[config.mk]
export PLATFORM = sky130hd
export DESIGN_NAME = hilo_muldiv_flat
export DESIGN_NICKNAME = d
export VERILOG_FILES = /design/src/rtl/mips_pkg.sv /design/src/rtl/hilo_muldiv_if.sv /design/src/rtl/muldiv_step.sv /design/src/rtl/hilo_muldiv.sv /design/src/flat_wrapper.sv
export SDC_FILE = /design/constraint.sdc
export NUM_CORES = 1
export LEC_CHECK = 0
export CAP_MARGIN = 10
export CORE_ASPECT_RATIO = 1.25
export CORE_UTILIZATION = 40
export DETAILED_ROUTE_END_ITERATION = 6
export DONT_BUFFER_PORTS = 1
export PLACE_DENSITY_LB_ADDON = 0.3
export SLEW_MARGIN = 0
export SYNTH_ARGS = -nofsm -noshare
export SYNTH_HDL_FRONTEND = slang
export SYNTH_HIERARCHICAL = 1
export SYNTH_SLANG_ARGS = --single-unit
[constraint.sdc]
create_clock -name clk -period 3.2 [get_ports clk]
set_input_delay 0.16 -clock clk [delete_from_list [all_inputs] [get_ports clk]]
set_output_delay 0.16 -clock clk [all_outputs]
set_load 0.1 [all_outputs]
[src/rtl/mips_pkg.sv]
// Shared encodings for the HI/LO multiply/divide unit: operation codes and FSM states.
package mips_pkg;

   typedef enum logic [1:0] {
      OP_MULT  = 2'd0,
      OP_MULTU = 2'd1,
      OP_DIV   = 2'd2,
      OP_DIVU  = 2'd3
   } muldiv_op_t;

   typedef enum logic [1:0] {
      IDLE = 2'd0,
      RUN  = 2'd1,
      FIX  = 2'd2
   } muldiv_state_t;

endpackage

[src/rtl/hilo_muldiv_if.sv]
// Core-to-muldiv bundle: launch request, MTHI/MTLO writes, and the HI/LO/busy/done view back.
interface hilo_muldiv_if #(parameter int WIDTH = 32);
   import mips_pkg::*;

   // start is a request sampled on a rising edge only while busy is low; there is no
   // ready back-pressure beyond busy, and done is a single-cycle completion strobe.
   logic             start;
   logic [1:0]       op;
   logic [WIDTH-1:0] rs_data;
   logic [WIDTH-1:0] rt_data;
   logic             hi_write;
   logic             lo_write;
   logic [WIDTH-1:0] hi;
   logic [WIDTH-1:0] lo;
   logic             busy;
   logic             done;

   modport master (
      output start, op, rs_data, rt_data, hi_write, lo_write,
      input  hi, lo, busy, done
   );

   modport slave (
      input  start, op, rs_data, rt_data, hi_write, lo_write,
      output hi, lo, busy, done
   );

endinterface

[src/rtl/muldiv_step.sv]
// One iteration of the shared datapath: a shift-add multiply step or a restoring divide step
// over the 2*WIDTH accumulator {upper, lower}.
module muldiv_step #(
   parameter int WIDTH = 32
) (
   input  logic               is_div,
   input  logic [2*WIDTH-1:0] acc_in,
   input  logic [WIDTH-1:0]   operand,
   output logic [2*WIDTH-1:0] acc_out
);

   logic [WIDTH:0]   sum;
   logic [WIDTH:0]   rem_sh;
   logic [WIDTH+1:0] diff;
   logic             borrow;
   logic [WIDTH-1:0] rem_nx;
   logic             unused_diff;

   always_comb begin
      // Multiply: add the multiplicand into the upper half when the current LSB is set,
      // then shift the whole accumulator (carry included) right by one.
      sum    = {1'b0, acc_in[2*WIDTH-1:WIDTH]} + (acc_in[0] ? {1'b0, operand} : '0);
      // Divide: remainder in the upper half, dividend/quotient bits in the lower half.
      rem_sh = {acc_in[2*WIDTH-1:WIDTH], acc_in[WIDTH-1]};
      diff   = {1'b0, rem_sh} - {2'b00, operand};
      borrow = diff[WIDTH+1];
      // Either branch leaves a remainder below the divisor, so WIDTH bits always suffice.
      rem_nx = borrow ? rem_sh[WIDTH-1:0] : diff[WIDTH-1:0];
      if (is_div) begin
         acc_out = {rem_nx, acc_in[WIDTH-2:0], ~borrow};
      end else begin
         acc_out = {sum, acc_in[WIDTH-1:1]};
      end
   end

   assign unused_diff = diff[WIDTH];

endmodule

[src/rtl/hilo_muldiv.sv]
// HI/LO owner: iterative MULT/MULTU/DIV/DIVU with sign fix-up, plus MTHI/MTLO writes while idle.
module hilo_muldiv
   import mips_pkg::*;
#(
   parameter int WIDTH = 32
) (
   input  logic          clk,
   input  logic          rst_n,
   hilo_muldiv_if.slave  bus,
   output muldiv_state_t dbg_state
);

   localparam int CW = $clog2(WIDTH);

   muldiv_state_t      state_q, state_d;
   logic [CW-1:0]      cnt_q, cnt_d;
   logic [2*WIDTH-1:0] acc_q, acc_d;
   logic [WIDTH-1:0]   b_q, b_d;
   logic [WIDTH-1:0]   a_raw_q, a_raw_d;
   logic               is_div_q, is_div_d;
   logic               neg_q, neg_d;
   logic               rneg_q, rneg_d;
   logic               dz_q, dz_d;
   logic [WIDTH-1:0]   hi_q, hi_d;
   logic [WIDTH-1:0]   lo_q, lo_d;
   logic               done_q, done_d;

   muldiv_op_t         op_in;
   logic               signed_op;
   logic               a_neg, b_neg;
   logic [WIDTH-1:0]   a_mag, b_mag;
   logic [2*WIDTH-1:0] step_acc;
   logic [2*WIDTH-1:0] prod_fix;
   logic [WIDTH-1:0]   quo_fix, rem_fix;

   muldiv_step #(.WIDTH(WIDTH)) u_step (
      .is_div  (is_div_q),
      .acc_in  (acc_q),
      .operand (b_q),
      .acc_out (step_acc)
   );

   always_comb begin
      op_in     = muldiv_op_t'(bus.op);
      signed_op = (op_in == OP_MULT) || (op_in == OP_DIV);
      a_neg     = signed_op && bus.rs_data[WIDTH-1];
      b_neg     = signed_op && bus.rt_data[WIDTH-1];
      a_mag     = a_neg ? -bus.rs_data : bus.rs_data;
      b_mag     = b_neg ? -bus.rt_data : bus.rt_data;

      prod_fix  = neg_q  ? -acc_q : acc_q;
      quo_fix   = neg_q  ? -acc_q[WIDTH-1:0] : acc_q[WIDTH-1:0];
      rem_fix   = rneg_q ? -acc_q[2*WIDTH-1:WIDTH] : acc_q[2*WIDTH-1:WIDTH];

      state_d  = state_q;
      cnt_d    = cnt_q;
      acc_d    = acc_q;
      b_d      = b_q;
      a_raw_d  = a_raw_q;
      is_div_d = is_div_q;
      neg_d    = neg_q;
      rneg_d   = rneg_q;
      dz_d     = dz_q;
      hi_d     = hi_q;
      lo_d     = lo_q;
      done_d   = 1'b0;

      case (state_q)
         IDLE: begin
            if (bus.start) begin
               // A launch drops any MTHI/MTLO presented in the same cycle.
               state_d  = RUN;
               cnt_d    = '0;
               acc_d    = {{WIDTH{1'b0}}, a_mag};
               b_d      = b_mag;
               a_raw_d  = bus.rs_data;
               is_div_d = (op_in == OP_DIV) || (op_in == OP_DIVU);
               neg_d    = a_neg ^ b_neg;
               rneg_d   = a_neg;
               dz_d     = ((op_in == OP_DIV) || (op_in == OP_DIVU)) && (bus.rt_data == '0);
            end else begin
               if (bus.hi_write) hi_d = bus.rs_data;
               if (bus.lo_write) lo_d = bus.rs_data;
            end
         end
         RUN: begin
            acc_d = step_acc;
            cnt_d = cnt_q + CW'(1);
            if (cnt_q == CW'(WIDTH-1)) state_d = FIX;
         end
         FIX: begin
            if (!is_div_q) begin
               hi_d = prod_fix[2*WIDTH-1:WIDTH];
               lo_d = prod_fix[WIDTH-1:0];
            end else if (dz_q) begin
               // Divide by zero returns the dividend as written, not its magnitude.
               hi_d = a_raw_q;
               lo_d = '1;
            end else begin
               hi_d = rem_fix;
               lo_d = quo_fix;
            end
            done_d  = 1'b1;
            state_d = IDLE;
         end
         default: state_d = IDLE;
      endcase
   end

   always_ff @(posedge clk or negedge rst_n) begin
      if (!rst_n) begin
         state_q  <= IDLE;
         cnt_q    <= '0;
         acc_q    <= '0;
         b_q      <= '0;
         a_raw_q  <= '0;
         is_div_q <= 1'b0;
         neg_q    <= 1'b0;
         rneg_q   <= 1'b0;
         dz_q     <= 1'b0;
         hi_q     <= '0;
         lo_q     <= '0;
         done_q   <= 1'b0;
      end else begin
         state_q  <= state_d;
         cnt_q    <= cnt_d;
         acc_q    <= acc_d;
         b_q      <= b_d;
         a_raw_q  <= a_raw_d;
         is_div_q <= is_div_d;
         neg_q    <= neg_d;
         rneg_q   <= rneg_d;
         dz_q     <= dz_d;
         hi_q     <= hi_d;
         lo_q     <= lo_d;
         done_q   <= done_d;
      end
   end

   assign bus.hi   = hi_q;
   assign bus.lo   = lo_q;
   assign bus.busy = (state_q != IDLE);
   assign bus.done = done_q;
   assign dbg_state = state_q;

endmodule
[src/flat_wrapper.sv]
// flat-port wrapper written by rule: the top's interface ports become plain ports
module hilo_muldiv_flat import mips_pkg::*;
#(
   parameter int WIDTH = 32
)
  (clk, rst_n, dbg_state, bus_start, bus_op, bus_rs_data, bus_rt_data, bus_hi_write, bus_lo_write, bus_hi, bus_lo, bus_busy, bus_done);
  hilo_muldiv_if #(.WIDTH(WIDTH)) bus_i ();
  input  logic clk;
  input  logic rst_n;
  output muldiv_state_t dbg_state;
  input wire logic [$bits(bus_i.start)-1:0] bus_start;
  input wire logic [$bits(bus_i.op)-1:0] bus_op;
  input wire logic [$bits(bus_i.rs_data)-1:0] bus_rs_data;
  input wire logic [$bits(bus_i.rt_data)-1:0] bus_rt_data;
  input wire logic [$bits(bus_i.hi_write)-1:0] bus_hi_write;
  input wire logic [$bits(bus_i.lo_write)-1:0] bus_lo_write;
  output wire logic [$bits(bus_i.hi)-1:0] bus_hi;
  output wire logic [$bits(bus_i.lo)-1:0] bus_lo;
  output wire logic [$bits(bus_i.busy)-1:0] bus_busy;
  output wire logic [$bits(bus_i.done)-1:0] bus_done;
  assign bus_i.start = bus_start;
  assign bus_i.op = bus_op;
  assign bus_i.rs_data = bus_rs_data;
  assign bus_i.rt_data = bus_rt_data;
  assign bus_i.hi_write = bus_hi_write;
  assign bus_i.lo_write = bus_lo_write;
  assign bus_hi = bus_i.hi;
  assign bus_lo = bus_i.lo;
  assign bus_busy = bus_i.busy;
  assign bus_done = bus_i.done;
  hilo_muldiv #(.WIDTH(WIDTH)) u_core (.clk(clk), .rst_n(rst_n), .bus(bus_i), .dbg_state(dbg_state));
endmodule
==> results.yml <==
floorplan:
  start_util: 0.407
  die_h_um: 234
  fp.coreArea_mm2: 0.0423
  num_rows: 84
  die-area_mm2: 0.0438
  die_w_um: 187
  ioPinCount: 139
status:
  status: "finished, violations left"
  failed_checks: "hold timing, setup timing"
synthesis:
  synth_seq_cells: 204
  netlist_area_mm2: 0.0172
  ys_warn_count: 6
  synth_edf_count: 0
  avgSynthCellArea_um2: 7.70
  synth_cells: 2231
  yosysTopAreaCell: "dfrtp_1"
  ys_top_cells_by_count: "nand2_1 (359), o21ai_0 (221), dfrtp_1 (204), nor2_1 (152), a21oi_1 (139)"
  synth.most_common_cell: "nand2_1"
  yosysUniqueCellTypes: 91
  ys_async_sr_fraction: 1.00
  synthesis.nets: 2374
  synthFlopType: "dfrtp_1"
  yosysSeqAreaShare: 0.297
  netlist.area_leader.share: 0.297
  ys_top_cells_by_area: "dfrtp_1 (30%), nand2_1 (7.8%), o21ai_0 (6.4%), ha_1 (5.1%), xnor2_1 (4.1%)"
global_routing:
  antenna_found_initial: 4
  grt_pass1_wl_mm: 108
  grt_pass1_vias: 18100
  grt.total_usage: 0.321
  grt_max_degree: 205
  globalRoute.totalOverflow: 0
finish:
  syn_to_final_growth_pct: 23.6
  fin_nets: 2559
  num-fill-cells: 4081
  final_layout_size_suffix_gt1_frac: 0.168
detailed_routing:
  vias: 18600
  ant_nets: 0
  drt-pass1-iter-count: 6
  drt-total-wl_mm: 72.2
  viasPerCell: 6.18
  first_iter_violations: 1657
  wl_per_cell_um: 24.1
  drc_errors: 0
clock_network:
  cts_buffers: 25
  cts_buffer_depth: 3
  cts.htree.levels: 1
  cts_tree: "done"
  cts_num_sinks: 204
  clk_pin_slew_worst_paths_ns: 0.06
  insertion_delay_ns: 0.55
  holdBufCountCts: 74
  cts_root_buf: "clkbuf_16"
timing:
  period_needed_ns: 3.22
  slew_headroom: 0.316
  fmax_mhz: 311
  fin_crit_sh: 1.01
  worstMarginPinSlew_ns: 1.02
  fin_ws_ns: -0.0170
  hold_viol: 205
  rsz0062_at_grt: "true"
  maxSlewViolCount: 0
  hold_slack_ns: -0.702
  setup_viol: 1
  fin_skew_ns: 0.0134
place:
  portBuffers: 0
  gp_congestion: 0.992
  dpl.hpwl_mm: 50.3
critical_path:
  worstPathRequired_ns: 3.56
  cp-end-kind: "register"
  crit_path_start_kind: "register"
  worst-setup-path-type: "register to register"
  worstPathArrival_ns: 3.58
  critical_path.max_fanout: 3
worst_hold_path:
  hold_path.class: "input pin to async pin"
run:
  maxCapViolations: 0
[timing repair]
action,CTS,global route
endpoints found under the setup margin,18,33
pin swaps,8,39
hold endpoints to repair,365,204
gates cloned,0,2
resized for setup,20,83
buffers inserted,2,14
[state kept, by name (all words and copies together), names as in the netlist, 2 cells and up]
signal            count
u_core/b_q           32
u_core/cnt_q          5
u_core/bus.hi        32
u_core/bus.lo        32
u_core/a_raw_q       32
u_core/dbg_state      2
u_core/acc_q         64
[cells by family (layout without fill, tap and decap cells)]
group	after synthesis	after routing	synth area share
muxes	47	47	0.0299
buffers and inverters	221	425	0.0519
adders and majority gates	72	72	0.0533
xor gates and xnor gates	151	151	0.0770
DFF	204	204	0.297
AOI/OAI and AO/OA	721	721	0.265
other	0	9	0
and+or+nand+nor	815	815	0.225
[final timing paths]
check                                          startpoint                        endpoint  slack, ns  cells after the start
max                          u_core/acc_q[31]$_DFFE_PN0P_    u_core/acc_q[54]$_DFFE_PN0P_      -0.02                     14
min                                                 rst_n  u_core/a_raw_q[18]$_DFFE_PN0P_      -0.70                      0
max reg2reg                  u_core/acc_q[31]$_DFFE_PN0P_    u_core/acc_q[54]$_DFFE_PN0P_      -0.02                     14
min reg2reg                u_core/a_raw_q[26]$_DFFE_PN0P_  u_core/a_raw_q[26]$_DFFE_PN0P_       0.48                      2
max in group asynchronous                           rst_n     u_core/is_div_q$_DFFE_PN0P_       3.42                      0
min in group clk                          bus_rt_data[25]      u_core/b_q[26]$_DFFE_PN0P_          0                      3
[metal layers]
metal / vias to the layer above / part of all wire / global-route usage
met4: 0 / 0.073 / 0.208
met2: 951 / 0.48 / 0.556
met5: - / 0 / 0
met3: 270 / 0.075 / 0.0506
li1: 8438 / - / -
met1: 8913 / 0.37 / 0.368
[critical path: stages, from the launching register on]
cell,delay (ns)
dfrtp_1,0.34
inv_1,0.06
ha_1,0.23
fa_1,0.40
and2b_1,0.25
o2111ai_2,0.15
a31o_4,0.33
a31oi_4,0.27
o21ai_4,0.10
a21boi_2,0.15
a21oi_1,0.09
xor2_1,0.25
o221ai_1,0.15
nand2_1,0.09
o21ai_0,0.15
[layout by cell type (no fill, tap or decap), types with 57 or more instances in the layout]
cell and instances:
nand2_1 357, buf_4 225, dfrtp_1 201, o21ai_0 197, nor2_1 149, a21oi_1 131, xnor2_1 79, dlygate4sd3_1 74
xor2_1 71, inv_1 69, o21ai_1 63, ha_1 57
[cell type report]
cell class | instances | area [µm²] | share of cell area
repair buffers | 307 | 2570 | 0.121
diodes | 9 | 22.5 | 0.00106
clock buffers | 36 | 767 | 0.0361
well taps | 559 | 699 | 0.0330
multi-input cells | 1806 | 11700 | 0.550
clock inverters | 10 | 115 | 0.00542
flip-flops and latches | 204 | 5110 | 0.241
inverters | 72 | 270 | 0.0127
[per-stage QoR]
step / utilization / setup WS [ns] / TNS (ns) / area, µm² / instances
2_1_floorplan: - / 0.0711 / 0 / 17200 / 2231
3_3_place_gp: 0.449 / -0.259 / -1.25 / 19000 / 2857
3_5_place_dp: 0.449 / -0.314 / -1.37 / 19000 / 2857
4_1_cts: 0.490 / -0.00197 / -0.00197 / 20700 / 2979
5_1_grt: 0.502 / -0.104 / -1.66 / 21200 / 2999
6_report: 0.502 / -0.0170 / -0.0170 / 21200 / 3003
Power is not shown: default switching activity piles up to over one toggle a cycle in this logic, so the estimate is an artifact.
